==> src/rtl/mem_access_if.sv <==
// Bundle of CPU-side load/store request signals and the data-memory port
// that mem_access_unit sits between. The unit uses the slave modport;
// the CPU / memory side (or a bench) uses the master modport.
interface mem_access_if;
    // CPU memory-stage request
    logic        req_valid;
    logic        req_write;
    logic [1:0]  req_size;
    logic        req_signed;
    logic [31:0] req_addr;
    logic [31:0] req_wdata;
    // CPU-facing responses
    logic        stall;
    logic        load_valid;
    logic [31:0] load_data;
    logic        misalign;
    // data memory port
    logic        mem_wr;
    logic        mem_oe;
    logic [31:0] mem_addr;
    logic [31:0] mem_din;
    logic [31:0] mem_dout;

    modport slave (
        input  req_valid, req_write, req_size, req_signed, req_addr, req_wdata,
        input  mem_dout,
        output stall, load_valid, load_data, misalign,
        output mem_wr, mem_oe, mem_addr, mem_din
    );

    modport master (
        output req_valid, req_write, req_size, req_signed, req_addr, req_wdata,
        output mem_dout,
        input  stall, load_valid, load_data, misalign,
        input  mem_wr, mem_oe, mem_addr, mem_din
    );
endinterface

==> src/rtl/mem_access_unit.sv <==
// mem_access_unit: sequences byte/halfword/word loads and stores from the
// CPU memory stage onto a word-wide data memory with a one-cycle read.
// Sub-word stores are done as read-modify-write. Lanes are big-endian.
//
// Optional build macro MISALIGN_TRAP_EN: when defined, misaligned halfword
// and word requests go straight to DONE with a misalign pulse and no memory
// access. When undefined, the low address bits below the access size are
// simply ignored and misalign stays 0.
//
// state | meaning
// ------+----------------------------------------------------------------
// IDLE  | waiting for a request; latches it on req_valid
// RD    | mem_oe asserted, reading the aligned word
// CAP   | mem_dout captured: load result extracted or store word merged
// WR    | mem_wr asserted with the write buffer
// DONE  | one-cycle completion; load_valid for loads, never accepts
module mem_access_unit (
    input  logic          clk,
    input  logic          rst,
    mem_access_if.slave   bus
);

    typedef enum logic [2:0] {
        IDLE = 3'd0,
        RD   = 3'd1,
        CAP  = 3'd2,
        WR   = 3'd3,
        DONE = 3'd4
    } state_t;

    state_t      state_q;

    // latched request fields still needed after the accept cycle
    logic        write_q;
    logic        signed_q;
    logic [1:0]  size_q;
    logic [1:0]  off_q;
    logic [15:0] wdata_q;

    // registered outputs
    logic        mem_oe_q;
    logic        mem_wr_q;
    logic        load_valid_q;
    logic        misalign_q;
    logic [31:0] mem_addr_q;
    logic [31:0] mem_din_q;
    logic [31:0] load_data_q;

    // combinational helpers feeding the FSM
    logic        misaligned_d;
    logic [7:0]  rd_byte_d;
    logic [15:0] rd_half_d;
    logic [31:0] load_ext_d;
    logic [31:0] merge_d;

    // Misaligned-request detection on the incoming request
`ifdef MISALIGN_TRAP_EN
    always_comb begin
        misaligned_d = ((bus.req_size == 2'b01) && bus.req_addr[0]) ||
                       (bus.req_size[1] && (bus.req_addr[1:0] != 2'b00));
    end
`else
    assign misaligned_d = 1'b0;
`endif

    // Big-endian lane selection and sign/zero extension of the read word
    always_comb begin
        rd_byte_d  = 8'h00;
        rd_half_d  = 16'h0000;
        load_ext_d = bus.mem_dout;
        case (off_q)
            2'd0:    rd_byte_d = bus.mem_dout[31:24];
            2'd1:    rd_byte_d = bus.mem_dout[23:16];
            2'd2:    rd_byte_d = bus.mem_dout[15:8];
            default: rd_byte_d = bus.mem_dout[7:0];
        endcase
        rd_half_d = off_q[1] ? bus.mem_dout[15:0] : bus.mem_dout[31:16];
        case (size_q)
            2'b00:   load_ext_d = {{24{signed_q & rd_byte_d[7]}}, rd_byte_d};
            2'b01:   load_ext_d = {{16{signed_q & rd_half_d[15]}}, rd_half_d};
            default: load_ext_d = bus.mem_dout;
        endcase
    end

    // Merge sub-word store data into the addressed lane of the read word
    always_comb begin
        merge_d = bus.mem_dout;
        if (size_q == 2'b00) begin
            case (off_q)
                2'd0:    merge_d[31:24] = wdata_q[7:0];
                2'd1:    merge_d[23:16] = wdata_q[7:0];
                2'd2:    merge_d[15:8]  = wdata_q[7:0];
                default: merge_d[7:0]   = wdata_q[7:0];
            endcase
        end else begin
            if (off_q[1]) begin
                merge_d[15:0]  = wdata_q;
            end else begin
                merge_d[31:16] = wdata_q;
            end
        end
    end

    // Main sequencer with registered memory strobes and responses
    always_ff @(posedge clk or posedge rst) begin
        if (rst) begin
            state_q      <= IDLE;
            write_q      <= 1'b0;
            signed_q     <= 1'b0;
            size_q       <= 2'b00;
            off_q        <= 2'b00;
            wdata_q      <= 16'h0000;
            mem_oe_q     <= 1'b0;
            mem_wr_q     <= 1'b0;
            load_valid_q <= 1'b0;
            misalign_q   <= 1'b0;
            mem_addr_q   <= 32'h0;
            mem_din_q    <= 32'h0;
            load_data_q  <= 32'h0;
        end else begin
            // strobes are single-cycle unless a transition below re-asserts them
            mem_oe_q     <= 1'b0;
            mem_wr_q     <= 1'b0;
            load_valid_q <= 1'b0;
            misalign_q   <= 1'b0;
            case (state_q)
                IDLE: begin
                    if (bus.req_valid) begin
                        write_q  <= bus.req_write;
                        signed_q <= bus.req_signed;
                        size_q   <= bus.req_size;
                        off_q    <= bus.req_addr[1:0];
                        wdata_q  <= bus.req_wdata[15:0];
                        if (misaligned_d) begin
                            misalign_q <= 1'b1;
                            state_q    <= DONE;
                        end else if (bus.req_write && bus.req_size[1]) begin
                            // full-word store needs no read
                            mem_wr_q   <= 1'b1;
                            mem_addr_q <= {bus.req_addr[31:2], 2'b00};
                            mem_din_q  <= bus.req_wdata;
                            state_q    <= WR;
                        end else begin
                            mem_oe_q   <= 1'b1;
                            mem_addr_q <= {bus.req_addr[31:2], 2'b00};
                            state_q    <= RD;
                        end
                    end
                end
                RD: begin
                    state_q <= CAP;
                end
                CAP: begin
                    if (write_q) begin
                        mem_din_q <= merge_d;
                        mem_wr_q  <= 1'b1;
                        state_q   <= WR;
                    end else begin
                        load_data_q  <= load_ext_d;
                        load_valid_q <= 1'b1;
                        state_q      <= DONE;
                    end
                end
                WR: begin
                    state_q <= DONE;
                end
                DONE: begin
                    state_q <= IDLE;
                end
                default: begin
                    state_q <= IDLE;
                end
            endcase
        end
    end

    // stall is the only output that must react to req_valid in the same cycle
    always_comb begin
        bus.stall = (state_q != DONE) && (bus.req_valid || (state_q != IDLE));
    end

    assign bus.mem_oe     = mem_oe_q;
    assign bus.mem_wr     = mem_wr_q;
    assign bus.mem_addr   = mem_addr_q;
    assign bus.mem_din    = mem_din_q;
    assign bus.load_valid = load_valid_q;
    assign bus.misalign   = misalign_q;
    assign bus.load_data  = load_data_q;

endmodule

==> src/flat_wrapper.sv <==
// flat-port wrapper written by rule: the top's interface ports become plain ports
module mem_access_unit_flat 
  (clk, rst, bus_req_valid, bus_req_write, bus_req_size, bus_req_signed, bus_req_addr, bus_req_wdata, bus_mem_dout, bus_stall, bus_load_valid, bus_load_data, bus_misalign, bus_mem_wr, bus_mem_oe, bus_mem_addr, bus_mem_din);
  mem_access_if bus_i ();
  input  logic clk;
  input  logic rst;
  input wire logic [$bits(bus_i.req_valid)-1:0] bus_req_valid;
  input wire logic [$bits(bus_i.req_write)-1:0] bus_req_write;
  input wire logic [$bits(bus_i.req_size)-1:0] bus_req_size;
  input wire logic [$bits(bus_i.req_signed)-1:0] bus_req_signed;
  input wire logic [$bits(bus_i.req_addr)-1:0] bus_req_addr;
  input wire logic [$bits(bus_i.req_wdata)-1:0] bus_req_wdata;
  input wire logic [$bits(bus_i.mem_dout)-1:0] bus_mem_dout;
  output wire logic [$bits(bus_i.stall)-1:0] bus_stall;
  output wire logic [$bits(bus_i.load_valid)-1:0] bus_load_valid;
  output wire logic [$bits(bus_i.load_data)-1:0] bus_load_data;
  output wire logic [$bits(bus_i.misalign)-1:0] bus_misalign;
  output wire logic [$bits(bus_i.mem_wr)-1:0] bus_mem_wr;
  output wire logic [$bits(bus_i.mem_oe)-1:0] bus_mem_oe;
  output wire logic [$bits(bus_i.mem_addr)-1:0] bus_mem_addr;
  output wire logic [$bits(bus_i.mem_din)-1:0] bus_mem_din;
  assign bus_i.req_valid = bus_req_valid;
  assign bus_i.req_write = bus_req_write;
  assign bus_i.req_size = bus_req_size;
  assign bus_i.req_signed = bus_req_signed;
  assign bus_i.req_addr = bus_req_addr;
  assign bus_i.req_wdata = bus_req_wdata;
  assign bus_i.mem_dout = bus_mem_dout;
  assign bus_stall = bus_i.stall;
  assign bus_load_valid = bus_i.load_valid;
  assign bus_load_data = bus_i.load_data;
  assign bus_misalign = bus_i.misalign;
  assign bus_mem_wr = bus_i.mem_wr;
  assign bus_mem_oe = bus_i.mem_oe;
  assign bus_mem_addr = bus_i.mem_addr;
  assign bus_mem_din = bus_i.mem_din;
  mem_access_unit u_core (.clk(clk), .rst(rst), .bus(bus_i));
endmodule
==> config.mk <==
export PLATFORM = sky130hd
export DESIGN_NAME = mem_access_unit_flat
export DESIGN_NICKNAME = d
export VERILOG_FILES = /design/src/rtl/mem_access_if.sv /design/src/rtl/mem_access_unit.sv /design/src/flat_wrapper.sv
export SDC_FILE = /design/constraint.sdc
export NUM_CORES = 1
export LEC_CHECK = 0
export BUFFER_PORTS_ARGS = -buffer_cell sky130_fd_sc_hd__buf_2
export CORE_MARGIN = 2
export CORE_UTILIZATION = 51
export CTS_CLUSTER_DIAMETER = 60
export DETAILED_ROUTE_END_ITERATION = 16
export PLACE_DENSITY = 0.81
export SLEW_MARGIN = 20
export SYNTH_ARGS = -nofsm -noshare
export SYNTH_HDL_FRONTEND = slang
export SYNTH_SLANG_ARGS = --single-unit
==> constraint.sdc <==
create_clock -name clk -period 5.7 [get_ports clk]
set_input_delay 1.14 -clock clk [delete_from_list [all_inputs] [get_ports clk]]
set_output_delay 1.14 -clock clk [all_outputs]
set_load 0.01 [all_outputs]
==> impl_results.rst, run 1 <==
.. list-table::
   :header-rows: 1

   * - Metric
     - Value
   * - Result of the run
     - finished clean
   * - Remaining global-route overflow
     - 0
   * - Number of synthesized register bits
     - ~120
   * - Die X-Extent
     - between 100 and 150 um
   * - Leak pwr
     - roughly 3.5 nW
   * - Clock sinks
     - ~120
   * - Number of DRC violations after detailed-routing iteration 0
     - 547
   * - DIE AREA
     - 0.0125 mm2
   * - Final WL
     - ~17000 um
   * - Number of different library cells in the post-synthesis netlist
     - 49
   * - Area growth from synthesis to final layout
     - 26.7%
   * - Combined global-route utilization of all metal layers
     - between 20% and 30%
   * - R2R Path End
     - u_core.bus.mem_din[16]
   * - Pre-CTS setup slack
     - 2.16 ns
   * - Number of buffers inserted by hold repair at cts
     - 0
   * - Post-detailed-route via-to-cell ratio
     - roughly 6
   * - Setup repair after global routing missed its margin
     - no
   * - Count of buffers inserted at the top-level ports
     - 200
   * - Detailed Place HPWL
     - roughly 12000 um
   * - Worst reg2reg setup slack
     - 2.86 ns
   * - Mean instance size in the synthesized netlist
     - ~10 um2
   * - Seq/Total Area, Yosys
     - 51.4%
   * - Final count of pins violating max slew
     - 0
   * - CTS Root Cell
     - sky130_fd_sc_hd__clkbuf_16
   * - Worst Setup Path Type
     - in -> reg
   * - Clock network latency to the later pin of the worst-skew pair
     - 0.42 ns
   * - Vias in the first global route
     - around 5.2k
   * - Clock Path Buffers
     - 2
   * - TritonCTS buffer count
     - 17
   * - Maximum number of pins on one net before global-route repair
     - 70
   * - Post-CTS sizing
     - 0
   * - Global-route wire length before repair
     - approximately 27000 um
   * - Mapped Area
     - 0.00594 mm2
   * - Required arrival time at the worst endpoint
     - ~6 ns
   * - Total design power
     - about 4.7 mW
   * - Max transition margin
     - 22.9%
   * - Cells on Worst Hold Path
     - 1
   * - Final Hold Vio Count
     - 0
   * - Flip-flop cell with the highest count after synthesis
     - sky130_fd_sc_hd__dfrtp_1
   * - Fraction of final layout cells sized beyond drive strength 1
     - around 38%
   * - Maximum fanout along the worst path
     - 34
   * - Worst min-delay path class
     - reg -> reg
   * - Maximum VDD drop
     - between 0.3 and 0.4 mV
   * - Antenna viol nets, final
     - 0
   * - Yosys warnings
     - 0
   * - Maximum Capacitance Violations
     - 0
   * - Post CTS Setup Buffer Count
     - 0
   * - Number of iterations in the first detailed-routing pass
     - 5
   * - Average wire length per cell after detail routing
     - roughly 19 um
   * - Placer Congestion
     - slightly above 0.9
   * - Power Dens Cells
     - approximately 620 mW/mm2
   * - Share of flip-flops with an asynchronous set or reset after synthesis
     - between 90% and 100%
   * - Initial antenna violation count
     - 1
   * - Clock tree from TritonCTS
     - yes
   * - Worst Setup End Kind
     - flip-flop
   * - Startpoint of the worst-slack reg-to-reg timing path
     - u_core.state_q[1]
   * - Total number of vias
     - between 5k and 6k
   * - Period utilization
     - 55.5%
   * - Arrival time at the worst endpoint
     - between 3 and 4 ns
   * - Setup violation total in the final timing report
     - 0
   * - Number of DRC violations after detailed routing
     - 0
   * - Height of the die
     - roughly 110 um
   * - Area inside the core boundary
     - around 0.011 mm2
   * - TNS Setup
     - 0 ns
   * - Count of antenna diodes in the layout
     - 0
   * - Type of origin of the critical path
     - input port
   * - Min cycle time layout
     - between 3 and 4 ns
   * - Fin nets
     - ~860
   * - Clock Skew
     - 0.00779 ns
   * - Worst Slack Setup Final
     - ~2.5 ns
   * - Reg2Reg Depth
     - 5
   * - Post-Synthesis Cells
     - roughly 600
   * - Clock input transition at the sequential cells of the worst setup and hold paths
     - 0.06 ns
   * - Initial Util
     - between 50 and 60%
   * - Startpoint of the lowest-slack hold path
     - u_core.bus.mem_addr[12]
   * - Number of H-tree levels
     - 4
   * - Least-Margin Pin Slew
     - around 1.2 ns
   * - Highest Clock Rate
     - approximately 320 MHz
   * - Number of flops mapped to enable cells by yosys
     - 0
   * - Std cell rows
     - 39
   * - Number of ports placed on the die boundary
     - approximately 200
   * - Endpoint with the worst hold slack
     - u_core.bus.mem_addr[12]
   * - WHS
     - roughly 0.48 ns
-- layer usage --
metal  vias to the layer above  wire [um]  global-route usage, %
met5                         -         13                      0
met4                         2        471                   10.8
met3                        44       1580                   7.95
met2                       291       8320                   44.5
met1                      2624       6870                   35.6
li1                       2455          -                      -
-- synthesized netlist by cell type, types with 2 or more instances --
cell type                  count  area, um2
sky130_fd_sc_hd__a211oi_1      7       52.6
sky130_fd_sc_hd__a21boi_0      2       15.0
sky130_fd_sc_hd__a31oi_1       2       12.5
sky130_fd_sc_hd__mux2_2       47        529
sky130_fd_sc_hd__nand3_1      48        240
sky130_fd_sc_hd__and2_1        2       12.5
sky130_fd_sc_hd__buf_4         5       37.5
sky130_fd_sc_hd__mux2_1        4       45.0
sky130_fd_sc_hd__nand2b_1      3       18.8
sky130_fd_sc_hd__or3_1         6       37.5
sky130_fd_sc_hd__nor3b_1       8       60.1
sky130_fd_sc_hd__o22a_1        2       17.5
sky130_fd_sc_hd__nor2b_1       3       18.8
sky130_fd_sc_hd__nor2_1       36        135
sky130_fd_sc_hd__nand2_1      58        218
sky130_fd_sc_hd__o221ai_1     16        140
sky130_fd_sc_hd__o21ai_0      44        220
sky130_fd_sc_hd__o32ai_1       2       17.5
sky130_fd_sc_hd__clkbuf_1     24       90.1
sky130_fd_sc_hd__buf_2        21        105
sky130_fd_sc_hd__mux2i_1      19        190
sky130_fd_sc_hd__a21oi_1      45        225
sky130_fd_sc_hd__dfrtp_1     122       3050
sky130_fd_sc_hd__o211ai_1     22        165
sky130_fd_sc_hd__or3b_2        6       52.6
sky130_fd_sc_hd__inv_1        10       37.5
-- cells in the final DEF, fill, tap and decap left out, types with 2 or more instances in the layout --
cell type,netlist,final
sky130_fd_sc_hd__a211oi_1,7,7
sky130_fd_sc_hd__a21boi_0,2,2
sky130_fd_sc_hd__a21oi_1,45,45
sky130_fd_sc_hd__a31oi_1,2,2
sky130_fd_sc_hd__and2_1,2,2
sky130_fd_sc_hd__buf_2,21,200
sky130_fd_sc_hd__buf_4,5,4
sky130_fd_sc_hd__bufinv_16,0,3
sky130_fd_sc_hd__clkbuf_1,24,3
sky130_fd_sc_hd__clkbuf_16,0,17
sky130_fd_sc_hd__clkbuf_8,0,4
sky130_fd_sc_hd__clkinv_2,1,6
sky130_fd_sc_hd__conb_1,1,3
sky130_fd_sc_hd__dfrtp_1,122,122
sky130_fd_sc_hd__inv_1,10,9
sky130_fd_sc_hd__mux2_1,4,4
sky130_fd_sc_hd__mux2_2,47,47
sky130_fd_sc_hd__mux2i_1,19,19
sky130_fd_sc_hd__nand2_1,58,58
sky130_fd_sc_hd__nand2b_1,3,3
sky130_fd_sc_hd__nand3_1,48,48
sky130_fd_sc_hd__nor2_1,36,36
sky130_fd_sc_hd__nor2b_1,3,3
sky130_fd_sc_hd__nor3b_1,8,8
sky130_fd_sc_hd__o211ai_1,22,22
sky130_fd_sc_hd__o21ai_0,44,44
sky130_fd_sc_hd__o221ai_1,16,16
sky130_fd_sc_hd__o22a_1,2,2
sky130_fd_sc_hd__o32ai_1,2,2
sky130_fd_sc_hd__or3_1,6,6
sky130_fd_sc_hd__or3b_2,6,6
-- worst max-delay path: stages --
cell and delay, ns:
sky130_fd_sc_hd__buf_2 0.12, sky130_fd_sc_hd__nand4b_1 0.12, sky130_fd_sc_hd__a211o_1 0.91, sky130_fd_sc_hd__inv_2 0.55, sky130_fd_sc_hd__nand2_2 0.43, sky130_fd_sc_hd__o211ai_1 0.16
-- power breakdown --
part	internal [mW]	switching [mW]
combinational	0.838	1.10
clock	0.729	0.367
sequential	1.30	0.365
-- worst max path at each step --
stage / end / from / cells after the start / slack [ns]
4_1_cts: u_core.bus.mem_din[16] / bus_req_valid / 6 / 2.60
3_3_place_gp: u_core.bus.mem_din[17] / bus_req_valid / 6 / 2.32
2_1_floorplan: u_core.bus.load_data[0] / rst / 1 / 1.32
5_1_grt: u_core.bus.mem_din[16] / bus_req_valid / 6 / 2.42
3_5_place_dp: u_core.bus.mem_din[16] / bus_req_valid / 6 / 2.16
6_report: u_core.bus.mem_din[16] / bus_req_valid / 6 / 2.53
-- logic make-up (layout without fill, tap and decap cells) --
kind of cell	Yosys count	count (layout)	share of synthesized area, %
buf+inv	64	248	4.95
mux	70	70	12.9
other cells	1	3	0.0631
flops	122	122	51.4
simple gates	178	178	14.6
compound gates	152	152	16.2
-- stage by stage --
stage	instances	utilization, %	area (um2)
after floorplan	589	-	5950
after global placement	884	60.6	6920
after detailed placement	884	60.6	6920
after CTS	916	65.9	7530
after global routing	916	65.9	7530
final	916	65.9	7530
-- sequential cells by signal, summed over array words and instances, names as in the netlist --
signal and count:
u_core.state_q 3, u_core.bus.mem_wr 1, u_core.bus.load_data 32, u_core.bus.load_valid 1, u_core.signed_q 1, u_core.wdata_q 16
u_core.bus.mem_oe 1, u_core.off_q 2, u_core.bus.mem_din 32, u_core.write_q 1, u_core.size_q 2, u_core.bus.mem_addr 30
-- cell type report --
cell class,instances,area [um2]
clock buffer,24,492
clock inverter,8,115
fill,896,3890
inverter,12,48.8
multi-input combinational,403,2610
sequential,122,3050
tap,143,179
timing repair buffer,204,1030
Power figures use the tool's default switching activity.
==> inputs of run 2 (changes only) <==
--- a/config.mk
+++ b/config.mk
@@ -7,10 +7,10 @@
 export LEC_CHECK = 0
 export BUFFER_PORTS_ARGS = -buffer_cell sky130_fd_sc_hd__buf_2
 export CORE_MARGIN = 2
-export CORE_UTILIZATION = 51
+export CORE_UTILIZATION = 46
 export CTS_CLUSTER_DIAMETER = 60
 export DETAILED_ROUTE_END_ITERATION = 16
-export PLACE_DENSITY = 0.81
+export PLACE_DENSITY = 0.77
 export SLEW_MARGIN = 20
 export SYNTH_ARGS = -nofsm -noshare
 export SYNTH_HDL_FRONTEND = slang
==> constraint.sdc (replaced) <==
create_clock -name clk -period 2.8 [get_ports clk]
set_input_delay 0.56 -clock clk [delete_from_list [all_inputs] [get_ports clk]]
set_output_delay 0.56 -clock clk [all_outputs]
set_load 0.01 [all_outputs]
==> impl_results.rst, run 2 (synthesis gave the netlist of run 1 again) <==
.. list-table::
   :header-rows: 1

   * - Metric
     - Value
   * - Initial Util
     - 47.1% (was 52.1%)
   * - Number of ports placed on the die boundary
     - 204 (unchanged)
   * - Number of iterations in the first detailed-routing pass
     - 5 (unchanged)
   * - Fin nets
     - 873 (was 863)
   * - Die X-Extent
     - 118 um (was 112 um)
   * - Remaining global-route overflow
     - 0 (unchanged)
   * - Number of H-tree levels
     - 4 (unchanged)
   * - Sequential fraction of design power
     - 33.5% (was 35.4%)
   * - Vias in the first global route
     - 5354 (was 5169)
   * - Required arrival time at the worst endpoint
     - 3.07 ns (was 5.98 ns)
   * - Fraction of final layout cells sized beyond drive strength 1
     - 39.3% (was 38.4%)
   * - Maximum Capacitance Violations
     - 0 (unchanged)
   * - Maximum VDD drop
     - 0.593 mV (was 0.388 mV)
   * - Area of all placed cells without fillers
     - 0.00767 mm2 (was 0.00753 mm2)
   * - Area inside the core boundary
     - 0.0126 mm2 (was 0.0114 mm2)
   * - Min cycle time layout
     - around 2.2 ns
   * - Arrival time at the worst endpoint
     - 2.50 ns (was 3.45 ns)
   * - Most used cells in the layout excluding fill and tap cells
     - sky130_fd_sc_hd__buf_2 (200), sky130_fd_sc_hd__dfrtp_1 (122), sky130_fd_sc_hd__nand2_1 (58), sky130_fd_sc_hd__nand3_1 (48), sky130_fd_sc_hd__mux2_2 (47) (unchanged)
   * - Number of DRC violations after detailed-routing iteration 0
     - 467 (was 547)
   * - Leak pwr
     - 3.61 nW (was 3.55 nW)
   * - Clock network latency to the later pin of the worst-skew pair
     - 0.42 ns (about the same)
   * - Post-detailed-route via-to-cell ratio
     - 5.69 (was 5.91)
   * - Clock Path Buffers
     - 2 (unchanged)
   * - Number of buffers inserted by hold repair at cts
     - 0 (unchanged)
   * - Average wire length per cell after detail routing
     - 18.7 um (was 18.8 um)
   * - Type of origin of the critical path
     - flip-flop (was input port)
   * - Height of the die
     - 118 um (was 112 um)
   * - Maximum fanout along the worst path
     - 24 (was 34)
   * - Count of antenna diodes in the layout
     - 0 (unchanged)
   * - Clock input transition at the sequential cells of the worst setup and hold paths
     - 0.06 ns (about the same)
   * - Clock sinks
     - 122 (unchanged)
   * - Most common library cell in the layout ignoring fill and taps
     - sky130_fd_sc_hd__buf_2 (unchanged)
   * - Area of the multi-input gates
     - 0.00261 mm2 (unchanged)
   * - Clock Skew
     - 0.0109 ns (was 0.00779 ns)
   * - Worst min-delay path class
     - in -> async (was reg -> reg)
   * - Post-CTS sizing
     - 0 (unchanged)
   * - Setup repair after global routing missed its margin
     - no (unchanged)
   * - Final WL
     - 17900 um (was 17300 um)
   * - TNS Setup
     - 0 ns (unchanged)
   * - Global-route wire length before repair
     - 28400 um (was 27100 um)
   * - Placer Congestion
     - 0.870 (was 0.907)
   * - Worst Setup End Kind
     - flip-flop (unchanged)
   * - Final count of pins violating max slew
     - 0 (unchanged)
   * - Initial antenna violation count
     - 3 (was 1)
   * - Design internal power
     - 5.95 mW (was 2.86 mW)
   * - Total number of vias
     - 5431 (was 5416)
   * - Combined global-route utilization of all metal layers
     - 26.2% (was 27.6%)
   * - Detailed Place HPWL
     - 13000 um (was 12300 um)
   * - Std cell rows
     - 41 (was 39)
   * - Worst Setup Path Type
     - reg -> reg (was in -> reg)
   * - Reg2Reg Depth
     - 4 (was 5)
   * - Power Dens Cells
     - 1270 mW/mm2 (was 624 mW/mm2)
   * - Period utilization
     - ~79%
   * - Clock tree from TritonCTS
     - yes (unchanged)
   * - Combinational Power Share
     - 43.0% (was 41.3%)
   * - Final design utilization
     - 60.8% (was 65.9%)
   * - Setup violation total in the final timing report
     - 0 (unchanged)
   * - Highest Clock Rate
     - between 400 and 500 MHz
   * - Number of DRC violations after detailed routing
     - 0 (unchanged)
   * - Clock group share of total power
     - 23.5% (was 23.3%)
   * - Max transition margin
     - 58.0% (was 22.9%)
   * - TritonCTS buffer count
     - 17 (unchanged)
   * - Filler Cells Inserted
     - 1076 (was 896)
   * - Post CTS Setup Buffer Count
     - 0 (unchanged)
   * - DIE AREA
     - 0.0138 mm2 (was 0.0125 mm2)
   * - Maximum number of pins on one net before global-route repair
     - 88 (was 70)
   * - Least-Margin Pin Slew
     - 0.630 ns (was 1.16 ns)
   * - Sequential standard cell area
     - 0.00305 mm2 (unchanged)
   * - Cell Area, Placed
     - 0.00705 mm2 (was 0.00692 mm2)
   * - Total net switching power
     - 3.76 mW (was 1.84 mW)
   * - Net switching share of the total power
     - 38.7% (was 39.1%)
   * - Final Hold Vio Count
     - 0 (unchanged)
   * - Area growth from synthesis to final layout
     - 29.1% (was 26.7%)
   * - CTS Root Cell
     - sky130_fd_sc_hd__clkbuf_16 (unchanged)
   * - Count of buffers inserted at the top-level ports
     - 200 (unchanged)
   * - Antenna viol nets, final
     - 0 (unchanged)
   * - Result of the run
     - finished clean (unchanged)
[run 2: cell types whose count changed in the layout (fill, tap and decap cells not counted), sizes merged]
cell	change
buf	+10
clkbuf	+1
clkinv	-1
clkinvlp	+1
inv	-1
[run 2: worst paths after layout]
path | startpoint | to | slack (ns)
min reg2reg | u_core.bus.load_data[22] | u_core.bus.load_data[22] | 0.48
max in group asynchronous | rst | u_core.bus.load_data[0] | 2.13
max reg2reg | u_core.off_q[1] | u_core.bus.mem_din[16] | 0.58
min in group clk | bus_req_addr[8] | u_core.bus.mem_addr[8] | 0.36
max | u_core.off_q[1] | u_core.bus.mem_din[16] | 0.58
min | rst | u_core.wdata_q[2] | 0.25
[run 2: final cells by class]
type	count	share of cell area, %
well taps	172	2.80
clock buffers	25	6.72
multi-input cells	403	34.0
clock inverters	7	1.43
repair buffers	214	14.6
inverters	12	0.652
flip-flops and latches	122	39.8
[run 2: routing by layer]
layer / global-route usage [%] / share of wire, % / wire length [um] / vias up
met4: 10.5 / 2.7 / 487 / 2
met2: 40.7 / 46 / 8320 / 321
met1: 33.9 / 41 / 7300 / 2592
met5: 0 / 0.089 / 16 / -
met3: 8.62 / 9.9 / 1770 / 47
li1: - / - / - / 2469
[run 2: critical path: stages (launching register included)]
cell,delay (ns)
sky130_fd_sc_hd__dfrtp_1,0.61
sky130_fd_sc_hd__inv_1,0.57
sky130_fd_sc_hd__o21a_1,0.52
sky130_fd_sc_hd__mux2i_1,0.27
sky130_fd_sc_hd__o211ai_1,0.11
[run 2: power groups by stage]
stage          clock, mW  sequential, mW  combinational (mW)
2_1_floorplan          0            3.41                2.55
3_3_place_gp           0            3.22                4.02
3_5_place_dp           0            3.25                4.16
4_1_cts             2.32            3.25                4.17
5_1_grt             2.42            3.35                4.58
6_report            2.28            3.26                4.17
[run 2: stage by stage]
| stage | instances | power, mW | setup slack (ns) | hold WS (ns) |
|---|---|---|---|---|
| floorplan | 589 | 5.96 | 0.743 | 0.474 |
| global placement | 923 | 7.24 | 0.743 | 0.459 |
| detailed placement | 923 | 7.40 | 0.621 | 0.475 |
| CTS | 955 | 9.73 | 0.623 | 0.295 |
| global route | 955 | 10.3 | 0.354 | 0.321 |
| finish | 955 | 9.71 | 0.579 | 0.251 |
